## src/rtl/divisor_arbitro.sv

```systemverilog
// divisor_arbitro
//   Shares one sequential signed divider (Divisor_Algoritmico_duv) between
//   N_REQ requesters. Round-robin grant, one operation in flight, divide by
//   zero answered locally, and a watchdog that answers with a timeout flag
//   if the divider never raises Done.
//
// Ports
//   CLK, RST          clock (rising edge), synchronous active-high reset
//   req_valid/ready   per-requester request handshake (ready is one-hot)
//   req_num/req_den   packed operands, requester i at [i*tamanyo +: tamanyo]
//   rsp_valid         one-hot, one-cycle response strobe to the owner
//   rsp_coc/rsp_res   shared quotient/remainder bus, valid with rsp_valid
//   rsp_dz/rsp_to     divide-by-zero / timeout flags, valid with rsp_valid
//   busy              high whenever an operation is in progress
//   div_*             connection to the single divider instance
module divisor_arbitro #(
    parameter int tamanyo = 32,
    parameter int N_REQ   = 4,
    parameter int TIMEOUT = 128
) (
    input  logic                       CLK,
    input  logic                       RST,
    input  logic [N_REQ-1:0]           req_valid,
    output logic [N_REQ-1:0]           req_ready,
    input  logic [N_REQ*tamanyo-1:0]   req_num,
    input  logic [N_REQ*tamanyo-1:0]   req_den,
    output logic [N_REQ-1:0]           rsp_valid,
    output logic [tamanyo-1:0]         rsp_coc,
    output logic [tamanyo-1:0]         rsp_res,
    output logic                       rsp_dz,
    output logic                       rsp_to,
    output logic                       busy,
    output logic                       div_start,
    output logic [tamanyo-1:0]         div_num,
    output logic [tamanyo-1:0]         div_den,
    input  logic [tamanyo-1:0]         div_coc,
    input  logic [tamanyo-1:0]         div_res,
    input  logic                       div_done
);

    localparam int TW = (N_REQ > 1) ? $clog2(N_REQ) : 1;
    localparam int WW = $clog2(TIMEOUT) + 1;

    typedef enum logic [1:0] {IDLE, LAUNCH, WAIT, RESP} state_t;

    state_t             state, state_nxt;
    logic [TW-1:0]      last_grant, tag, win_idx;
    logic               win_found;
    logic [tamanyo-1:0] op_num, op_den, coc_q, res_q;
    logic [tamanyo-1:0] sel_num, sel_den;
    logic               dz_q, to_q;
    logic [WW-1:0]      wdog;
    logic               wd_expired;

    // Per-requester operand views
    logic [tamanyo-1:0] lane_num [N_REQ];
    logic [tamanyo-1:0] lane_den [N_REQ];

    for (genvar i = 0; i < N_REQ; i++) begin : g_lane
        assign lane_num[i] = req_num[i*tamanyo +: tamanyo];
        assign lane_den[i] = req_den[i*tamanyo +: tamanyo];
    end

    assign sel_num    = lane_num[win_idx];
    assign sel_den    = lane_den[win_idx];
    assign wd_expired = (wdog == WW'(TIMEOUT - 1));

    // Round-robin search starting just after the last served requester
    always_comb begin
        logic [TW-1:0] cand;
        cand      = '0;
        win_found = 1'b0;
        win_idx   = '0;
        for (int k = 1; k <= N_REQ; k++) begin
            cand = TW'((int'(last_grant) + k) % N_REQ);
            if (!win_found && req_valid[cand]) begin
                win_found = 1'b1;
                win_idx   = cand;
            end
        end
    end

    always_comb begin
        req_ready = '0;
        if (state == IDLE && win_found && !RST)
            req_ready[win_idx] = 1'b1;
    end

    always_ff @(posedge CLK) begin
        if (RST) state <= IDLE;
        else     state <= state_nxt;
    end

    always_comb begin
        state_nxt = state;
        case (state)
            IDLE:    if (win_found) state_nxt = (sel_den == '0) ? RESP : LAUNCH;
            LAUNCH:  state_nxt = WAIT;
            // Done has priority over an expiring watchdog on the same cycle
            WAIT:    if (div_done || wd_expired) state_nxt = RESP;
            RESP:    state_nxt = IDLE;
            default: state_nxt = IDLE;
        endcase
    end

    always_ff @(posedge CLK) begin
        if (RST) begin
            last_grant <= TW'(N_REQ - 1);
            tag        <= '0;
            op_num     <= '0;
            op_den     <= '0;
            coc_q      <= '0;
            res_q      <= '0;
            dz_q       <= 1'b0;
            to_q       <= 1'b0;
            wdog       <= '0;
        end else begin
            case (state)
                IDLE: begin
                    if (win_found) begin
                        op_num <= sel_num;
                        op_den <= sel_den;
                        tag    <= win_idx;
                        to_q   <= 1'b0;
                        // Zero divisor never reaches the divider
                        dz_q   <= (sel_den == '0);
                        coc_q  <= '1;
                        res_q  <= sel_num;
                    end
                end
                LAUNCH: wdog <= '0;
                WAIT: begin
                    wdog <= wdog + 1'b1;
                    if (div_done) begin
                        coc_q <= div_coc;
                        res_q <= div_res;
                    end else if (wd_expired) begin
                        to_q  <= 1'b1;
                        coc_q <= '0;
                        res_q <= '0;
                    end
                end
                RESP: last_grant <= tag;
                default: ;
            endcase
        end
    end

    always_comb begin
        rsp_valid = '0;
        if (state == RESP)
            rsp_valid[tag] = 1'b1;
    end

    assign rsp_coc   = (state == RESP) ? coc_q : '0;
    assign rsp_res   = (state == RESP) ? res_q : '0;
    assign rsp_dz    = (state == RESP) & dz_q;
    assign rsp_to    = (state == RESP) & to_q;
    assign busy      = (state != IDLE);
    assign div_start = (state == LAUNCH);
    // Operands held stable for the whole divider run
    assign div_num   = (state == LAUNCH || state == WAIT) ? op_num : '0;
    assign div_den   = (state == LAUNCH || state == WAIT) ? op_den : '0;

endmodule

```

## config.mk

```make
export PLATFORM = sky130hd
export DESIGN_NAME = divisor_arbitro
export DESIGN_NICKNAME = d
export VERILOG_FILES = /design/src/rtl/divisor_arbitro.sv
export SDC_FILE = /design/constraint.sdc
export NUM_CORES = 1
export LEC_CHECK = 0
export BUFFER_PORTS_ARGS = -buffer_cell sky130_fd_sc_hd__buf_4
export CAP_MARGIN = 5
export CELL_PAD_IN_SITES_DETAIL_PLACEMENT = 0
export CELL_PAD_IN_SITES_GLOBAL_PLACEMENT = 1
export CORE_MARGIN = 2
export CORE_UTILIZATION = 24
export CTS_BUF_LIST = sky130_fd_sc_hd__clkbuf_4 sky130_fd_sc_hd__clkbuf_8 sky130_fd_sc_hd__clkbuf_16
export CTS_CLUSTER_SIZE = 8
export DETAILED_ROUTE_END_ITERATION = 12
export PLACE_DENSITY_LB_ADDON = 0.1
export SLEW_MARGIN = 25
export SYNTH_ARGS = -nofsm -noshare
export SYNTH_HDL_FRONTEND = slang
export SYNTH_SLANG_ARGS = --single-unit
```

## constraint.sdc

```tcl
create_clock -name CLK -period 2.2 [get_ports CLK]
set_clock_uncertainty 0.15 [all_clocks]
set_input_delay 0.11 -clock CLK [delete_from_list [all_inputs] [get_ports CLK]]
set_output_delay 0.11 -clock CLK [all_outputs]
set_load 0.02 [all_outputs]
```

==> results of run 1 <==
## repair_timing
action	in CTS	in global routing
endpoints found under the setup margin	102	95
hold endpoints to repair	105	4
hold buffers	174	7
pin swaps	17	73
setup buffers	13	23
gates cloned	2	8
resized for setup	54	102
## per-layer routing
layer  part of all wire  vias to the layer above
met2               0.50                      404
met3              0.065                       66
met5                  0                        -
li1                   -                     5193
met4              0.027                        0
met1               0.41                     5116
## through the flow
stage                     instance area (µm²)  cells  setup TNS [ns]
final                                   16500   2199           -7.90
after floorplan                          7890   1019         -0.0817
after CTS                               15500   2167           -2.74
after global routing                    16500   2199          -13.91
after global placement                  12700   1947           -9.76
after detailed placement                12700   1947          -12.63
## cells by family after synthesis
group,Yosys count,synth area share
flip-flops,144,0.366
buffers and inverters,113,0.0590
AND/OR/NAND/NOR,404,0.257
AO/OA/AOI/OAI,346,0.302
XOR/XNOR,4,0.00445
multiplexers,2,0.00270
adder cells (fa/ha/maj),6,0.00953
## critical path: stages, from the launching register on
cell,delay [ns]
dfxtp_4,0.37
clkinv_4,0.07
o21ai_4,0.05
a311o_2,0.46
buf_4,0.17
buf_6,0.14
buf_16,0.16
nand2_1,0.07
nand2_1,0.08
nor4_2,0.30
buf_4,0.16
nand3_1,0.07
a21oi_1,0.16
## registers in the layout (all words and copies together), names as in the netlist
register,cells
tag,2
state,2
wdog,8
res_q,32
dz_q,1
coc_q,32
op_num,32
to_q,1
last_grant,2
op_den,32
## layout by cell type (no fill, tap or decap), types with 5 or more instances in the layout
| master | Yosys | routed |
|---|---|---|
| a211oi_1 | 66 | 49 |
| a211oi_2 | 0 | 17 |
| a21oi_1 | 105 | 94 |
| a21oi_2 | 0 | 10 |
| a221oi_1 | 43 | 5 |
| a221oi_2 | 0 | 21 |
| a221oi_4 | 0 | 17 |
| a222oi_1 | 21 | 21 |
| a22o_1 | 32 | 28 |
| a22oi_1 | 13 | 12 |
| a31oi_1 | 12 | 12 |
| and2_1 | 131 | 130 |
| buf_12 | 0 | 22 |
| buf_4 | 1 | 576 |
| buf_6 | 2 | 19 |
| clkbuf_16 | 0 | 23 |
| dfxtp_1 | 144 | 139 |
| dlygate4sd3_1 | 0 | 181 |
| inv_1 | 9 | 9 |
| nand2_1 | 33 | 32 |
| nand3_1 | 7 | 7 |
| nand4_1 | 9 | 9 |
| nor2_1 | 150 | 140 |
| nor2_2 | 0 | 5 |
| nor2_4 | 0 | 5 |
| nor2b_1 | 6 | 5 |
| nor3_1 | 42 | 40 |
| nor4_1 | 12 | 11 |
| o21ai_0 | 39 | 37 |
## where the power goes
| part | internal, mW | switching [mW] | total (mW) |
|---|---|---|---|
| clock | 1.95 | 1.24 | 3.18 |
| sequential | 3.35 | 0.339 | 3.69 |
| combinational | 3.19 | 3.38 | 6.58 |
## worst paths after layout
check / endpoint / slack, ns / depth (start not counted)
hold reg to reg: op_den[2] / 0.31 / 2
setup / recovery: dz_q / -0.28 / 12
hold / removal: op_num[2] / -0.004 / 4
setup reg to reg: dz_q / -0.28 / 12
## final cells by class
class                   count  share of cell area
flip-flops and latches    144               0.176
multi-input cells         763               0.322
repair buffers            809               0.428
well taps                 442              0.0336
clock buffers              19              0.0271
clock inverters            12              0.0112
inverters                  10             0.00259
==> results.py, run 1 <==
metrics = {
    "worst_setup_path": {
        "cp-start-kind": "register",
        "critPathRequiredTime_ns": 2.42,
        "cp_max_fo": 9,
        "startpoint": "last_grant[1]",
        "worstPathArrival_ns": 2.69,
        "crit_type": "reg2reg",
        "worst_r2r_startpoint": "last_grant[1]",
        "crit_path_end_kind": "register",
    },
    "finish": {
        "fill_cells": 3145,
        "multi_input_area_mm2": 0.00530,
        "final_core_util": 0.507,
        "seqCellArea_mm2": 0.00289,
        "num_antenna_cells": 0,
        "areaGrowthSynthToFinish_pct": 109,
        "drive_above_1_share": 0.437,
        "finish.net_count": 2078,
    },
    "synthesis": {
        "netlist_top_cells_count": "nor2_1, dfxtp_1, and2_1",
        "synth_nets": 1352,
        "synth-async-reset-ratio": 0,
        "ys_dominant_reg_cell": "dfxtp_1",
        "yosysSeqAreaShare": 0.366,
        "synth_area_mm2": 0.00787,
        "synth.avg_cell_area_um2": 7.73,
        "syn_inst": 1019,
        "yosysWarnings": 0,
        "synth_largest_area_cell": "dfxtp_1",
        "synth_most_common_cell": "nor2_1",
        "synthTopCellsByArea": "dfxtp_1, and2_1, nor2_1",
        "synth.distinct_cells": 49,
        "synth_edf_count": 0,
        "synth_seq_cells": 144,
        "synth_top_area_share": 0.366,
    },
    "timing": {
        "hold_violations": 1,
        "rsz0062_at_grt": "true",
        "relSlewSlack": 0.431,
        "whs_ns": -0.00375,
        "fmax_mhz": 403,
        "tightest_slew_ns": 0.854,
        "setup_ws_ns": -0.279,
        "report.final.slew_viol_count": 0,
        "fin_crit_sh": 1.13,
        "fin_crit_ns": 2.48,
        "setup_viol": 65,
    },
    "power_and_ir_drop": {
        "power_leakage_nw": 7.32,
        "p_total_mw": 13.5,
        "p_per_area_mw_per_mm2": 818,
        "irDropWorstVdd_v": 0.000571,
    },
    "placement": {
        "pre_cts_slack_ns": -0.431,
        "io_buffers": 466,
        "dp.final_hpwl_um": 31900,
        "gp_congestion": 0.918,
    },
    "cts": {
        "htree_levels": 4,
        "clock_path_buffers": 2,
        "clock-sinks": 144,
        "cts_tree": "built",
        "numCtsBuffers": 17,
        "worstSkewPairLatency_ns": 0.43,
        "cts-root-buf": "clkbuf_16",
        "cts.clk_slew.worst_paths_ns": 0.07,
    },
    "outcome": {
        "violations": "negative hold slack, negative setup slack",
        "status": "finished with violations",
    },
    "global_route": {
        "antenna_found_initial": 0,
        "grt_pass1_vias": 10800,
        "grt-busiest-layer": "met2",
        "grtUsageMet3": 0.0541,
        "gr-total-overflow": 0,
        "grt_max_degree": 64,
        "use_met1": 0.283,
        "use_met2": 0.439,
        "grt_pass1_wl_um": 62500,
        "grt_use_total": 0.243,
    },
    "route": {
        "vias": 10800,
        "drt_iter0_drc": 511,
        "drc_errors": 0,
        "firstDrtPassIters": 5,
        "antenna_left": 0,
        "viasPerCell": 4.90,
        "drt-total-wl_um": 44600,
        "route.detailed.wl_per_inst_um": 20.3,
    },
    "die": {
        "core_mm2": 0.0325,
        "dieWidth_um": 185,
        "io_pins": 467,
        "die_y_um": 185,
        "initial_core_util": 0.243,
        "die_area_mm2": 0.0343,
        "num_rows": 66,
    },
    "run": {
        "maxCapViolations": 0,
    },
    "min_path": {
        "hold_path_class": "in2reg",
        "hp-start": "req_num[2]",
    },
}
(Power assumes the default switching activity.)
==> inputs of run 2 (changes only) <==
--- a/config.mk
+++ b/config.mk
@@ -9,7 +9,7 @@
 export CAP_MARGIN = 5
 export CELL_PAD_IN_SITES_DETAIL_PLACEMENT = 0
 export CELL_PAD_IN_SITES_GLOBAL_PLACEMENT = 1
-export CORE_MARGIN = 2
+export CORE_MARGIN = 4
 export CORE_UTILIZATION = 24
 export CTS_BUF_LIST = sky130_fd_sc_hd__clkbuf_4 sky130_fd_sc_hd__clkbuf_8 sky130_fd_sc_hd__clkbuf_16
 export CTS_CLUSTER_SIZE = 8
==> run 2 against run 1 <==
The run still ends with negative hold slack, negative setup slack left; critical path depth decreased by 3; register-to-register slack worse by 0.03 ns; sequential power about the same; sequential cell count unchanged; worst hold slack worse by 0.027 ns; maximum frequency fell by 1.2%; setup slack worse by 0.031 ns; critical path type unchanged; critical endpoint unchanged; largest cell class unchanged; highest routed layer unchanged.
==> results.py, run 2 (synthesis gave the netlist of run 1 again) <==
metrics = {
    "timing": {
        "rsz0062_at_grt": "true",
        "report.final.slew_viol_count": 0,
        "fin_crit_sh": 1.14,
        "hold_violations": 1,
        "setup_ws_ns": -0.310,
        "setup_viol": 52,
        "fin_tns_setup_ns": -6.71,
        "fin_crit_ns": 2.51,
        "whs_ns": -0.0307,
        "relSlewSlack": 0.504,
        "tightest_slew_ns": 0.737,
        "fmax_mhz": 398,
    },
    "worst_setup_path": {
        "worstPathCellList": "clkinv_4 -> a21oi_1 -> o21ai_4 -> buf_12 -> a222oi_1 -> nand4_1 -> nor4_4 -> nand3_1 -> a21oi_2",
        "crit_family": "compound AO/OA/AOI/OAI gates",
        "critical_path.slowest_cell": "dfxtp_4",
        "crit_type": "reg2reg",
        "critPathRequiredTime_ns": 2.41,
        "worstPathArrival_ns": 2.72,
        "crit_path_end_kind": "register",
        "cp_max_fo": 35,
        "crit_buf_inv": 2,
        "cp-start-kind": "register",
        "critPathMaxStageDelay_ns": 0.40,
    },
    "power_and_ir_drop": {
        "p_total_mw": 13.1,
        "p_per_area_mw_per_mm2": 808,
        "irDropWorstVdd_v": 0.000526,
        "power_leakage_nw": 7.19,
    },
    "die": {
        "io_pins": 467,
        "num_rows": 66,
        "core_mm2": 0.0325,
        "dieWidth_um": 189,
        "die_area_mm2": 0.0358,
        "initial_core_util": 0.243,
        "die_y_um": 189,
    },
    "cts": {
        "clock-sinks": 144,
        "cts-root-buf": "clkbuf_16",
        "worstSkewPairLatency_ns": 0.43,
        "clock_path_buffers": 2,
        "cts_tree": "built",
        "htree_levels": 4,
        "numCtsBuffers": 17,
        "cts.clk_slew.worst_paths_ns": 0.07,
    },
    "placement": {
        "gp_congestion": 0.905,
        "dp.final_hpwl_um": 31500,
        "io_buffers": 466,
    },
    "route": {
        "firstDrtPassIters": 7,
        "route.detailed.wl_per_inst_um": 21.2,
        "antenna_left": 0,
        "drc_errors": 0,
        "drt_iter0_drc": 564,
        "drt-total-wl_um": 46400,
        "vias": 10800,
        "viasPerCell": 4.95,
    },
    "global_route": {
        "grt_use_total": 0.237,
        "grt_pass1_vias": 11200,
        "grt_max_degree": 111,
        "gr-total-overflow": 0,
        "grt_pass1_wl_um": 66400,
        "antenna_found_initial": 1,
    },
    "outcome": {
        "status": "finished with violations",
        "violations": "negative hold slack, negative setup slack",
    },
    "finish": {
        "finish.net_count": 2061,
        "final_common_cell": "buf_4",
        "fill_cells": 3195,
        "mostFrequentLayoutCells": "buf_4, dlygate4sd3_1, nor2_1, dfxtp_1, and2_1",
        "drive_above_1_share": 0.415,
        "areaGrowthSynthToFinish_pct": 106,
    },
    "min_path": {
        "hold_path_class": "in2reg",
    },
    "run": {
        "maxCapViolations": 0,
    },
}
[run 2: cell types whose count changed in the layout (fill, tap and decap cells not counted), moves of 4 or more]
cell / change
buf_12: -4
a211oi_2: -15
a221oi_2: -13
buf_6: -6
a22o_1: +4
a22o_4: -4
nor2_1: +8
a211oi_1: +15
nor2_4: -5
buf_4: -6
a221oi_4: +13
[run 2: path summary, 6_finish.rpt]
path                                    start        end  slack (ns)  depth (start not counted)
worst min register to register      op_den[2]  op_den[2]        0.31                          2
worst max register to register  last_grant[1]       dz_q       -0.31                          9
worst max-delay path            last_grant[1]       dz_q       -0.31                          9
worst min-delay path              req_num[96]  op_num[0]       -0.03                          3
[run 2: area by class of cell]
| type | instances | area, µm² | share of cell area |
|---|---|---|---|
| Tap cell | 442 | 553 | 0.0340 |
| Clock buffer | 18 | 439 | 0.0270 |
| Sequential cell | 144 | 2890 | 0.178 |
| Inverter | 10 | 42.5 | 0.00262 |
| Clock inverter | 14 | 145 | 0.00893 |
| Antenna cell | 1 | 2.50 | 0.000154 |
| Timing Repair Buffer | 792 | 6900 | 0.424 |
| Multi-Input combinational cell | 763 | 5280 | 0.325 |
[run 2: what timing repair did]
action,in CTS,in global routing
gates cloned,4,7
endpoints found under the setup margin,101,106
hold endpoints to repair,103,3
resized for setup,57,79
hold buffers,174,4
pin swaps,21,55
buffers inserted,22,19
[run 2: metrics by stage]
step	util	instances	hold slack (ns)	setup WS [ns]	cell area, µm²
2_1_floorplan	-	1019	0.112	-0.0420	7890
3_3_place_gp	0.385	1928	0.239	-0.402	12500
3_5_place_dp	0.385	1928	0.251	-0.487	12500
4_1_cts	0.475	2157	0.000655	-0.262	15400
5_1_grt	0.501	2184	-0.000924	-0.459	16300
6_report	0.501	2184	-0.0307	-0.310	16300
[run 2: metal layers]
layer | track usage | share of wire | vias up
met5 | 0 | 0 | -
met4 | 0.0807 | 0.033 | 0
met3 | 0.0621 | 0.064 | 75
met2 | 0.421 | 0.50 | 447
met1 | 0.278 | 0.40 | 5119
li1 | - | - | 5166
[run 2: worst reg2reg max path, delay by kind of cell, from the launching register on]
| family | cells | cell delay, ns |
|---|---|---|
| AOI/OAI and AO/OA | 4 | 0.88 |
| DFF | 1 | 0.40 |
| buffers and inverters | 2 | 0.30 |
| and+or+nand+nor | 3 | 0.72 |
[run 2: power breakdown]
group	switching (mW)	internal [mW]	total, mW	leakage [nW]
Combinational	3.40	3.05	6.45	5.71
Sequential	0.344	3.35	3.69	1.20
Clock	1.35	1.63	2.99	0.284
Total	5.10	8.03	13.1	7.19
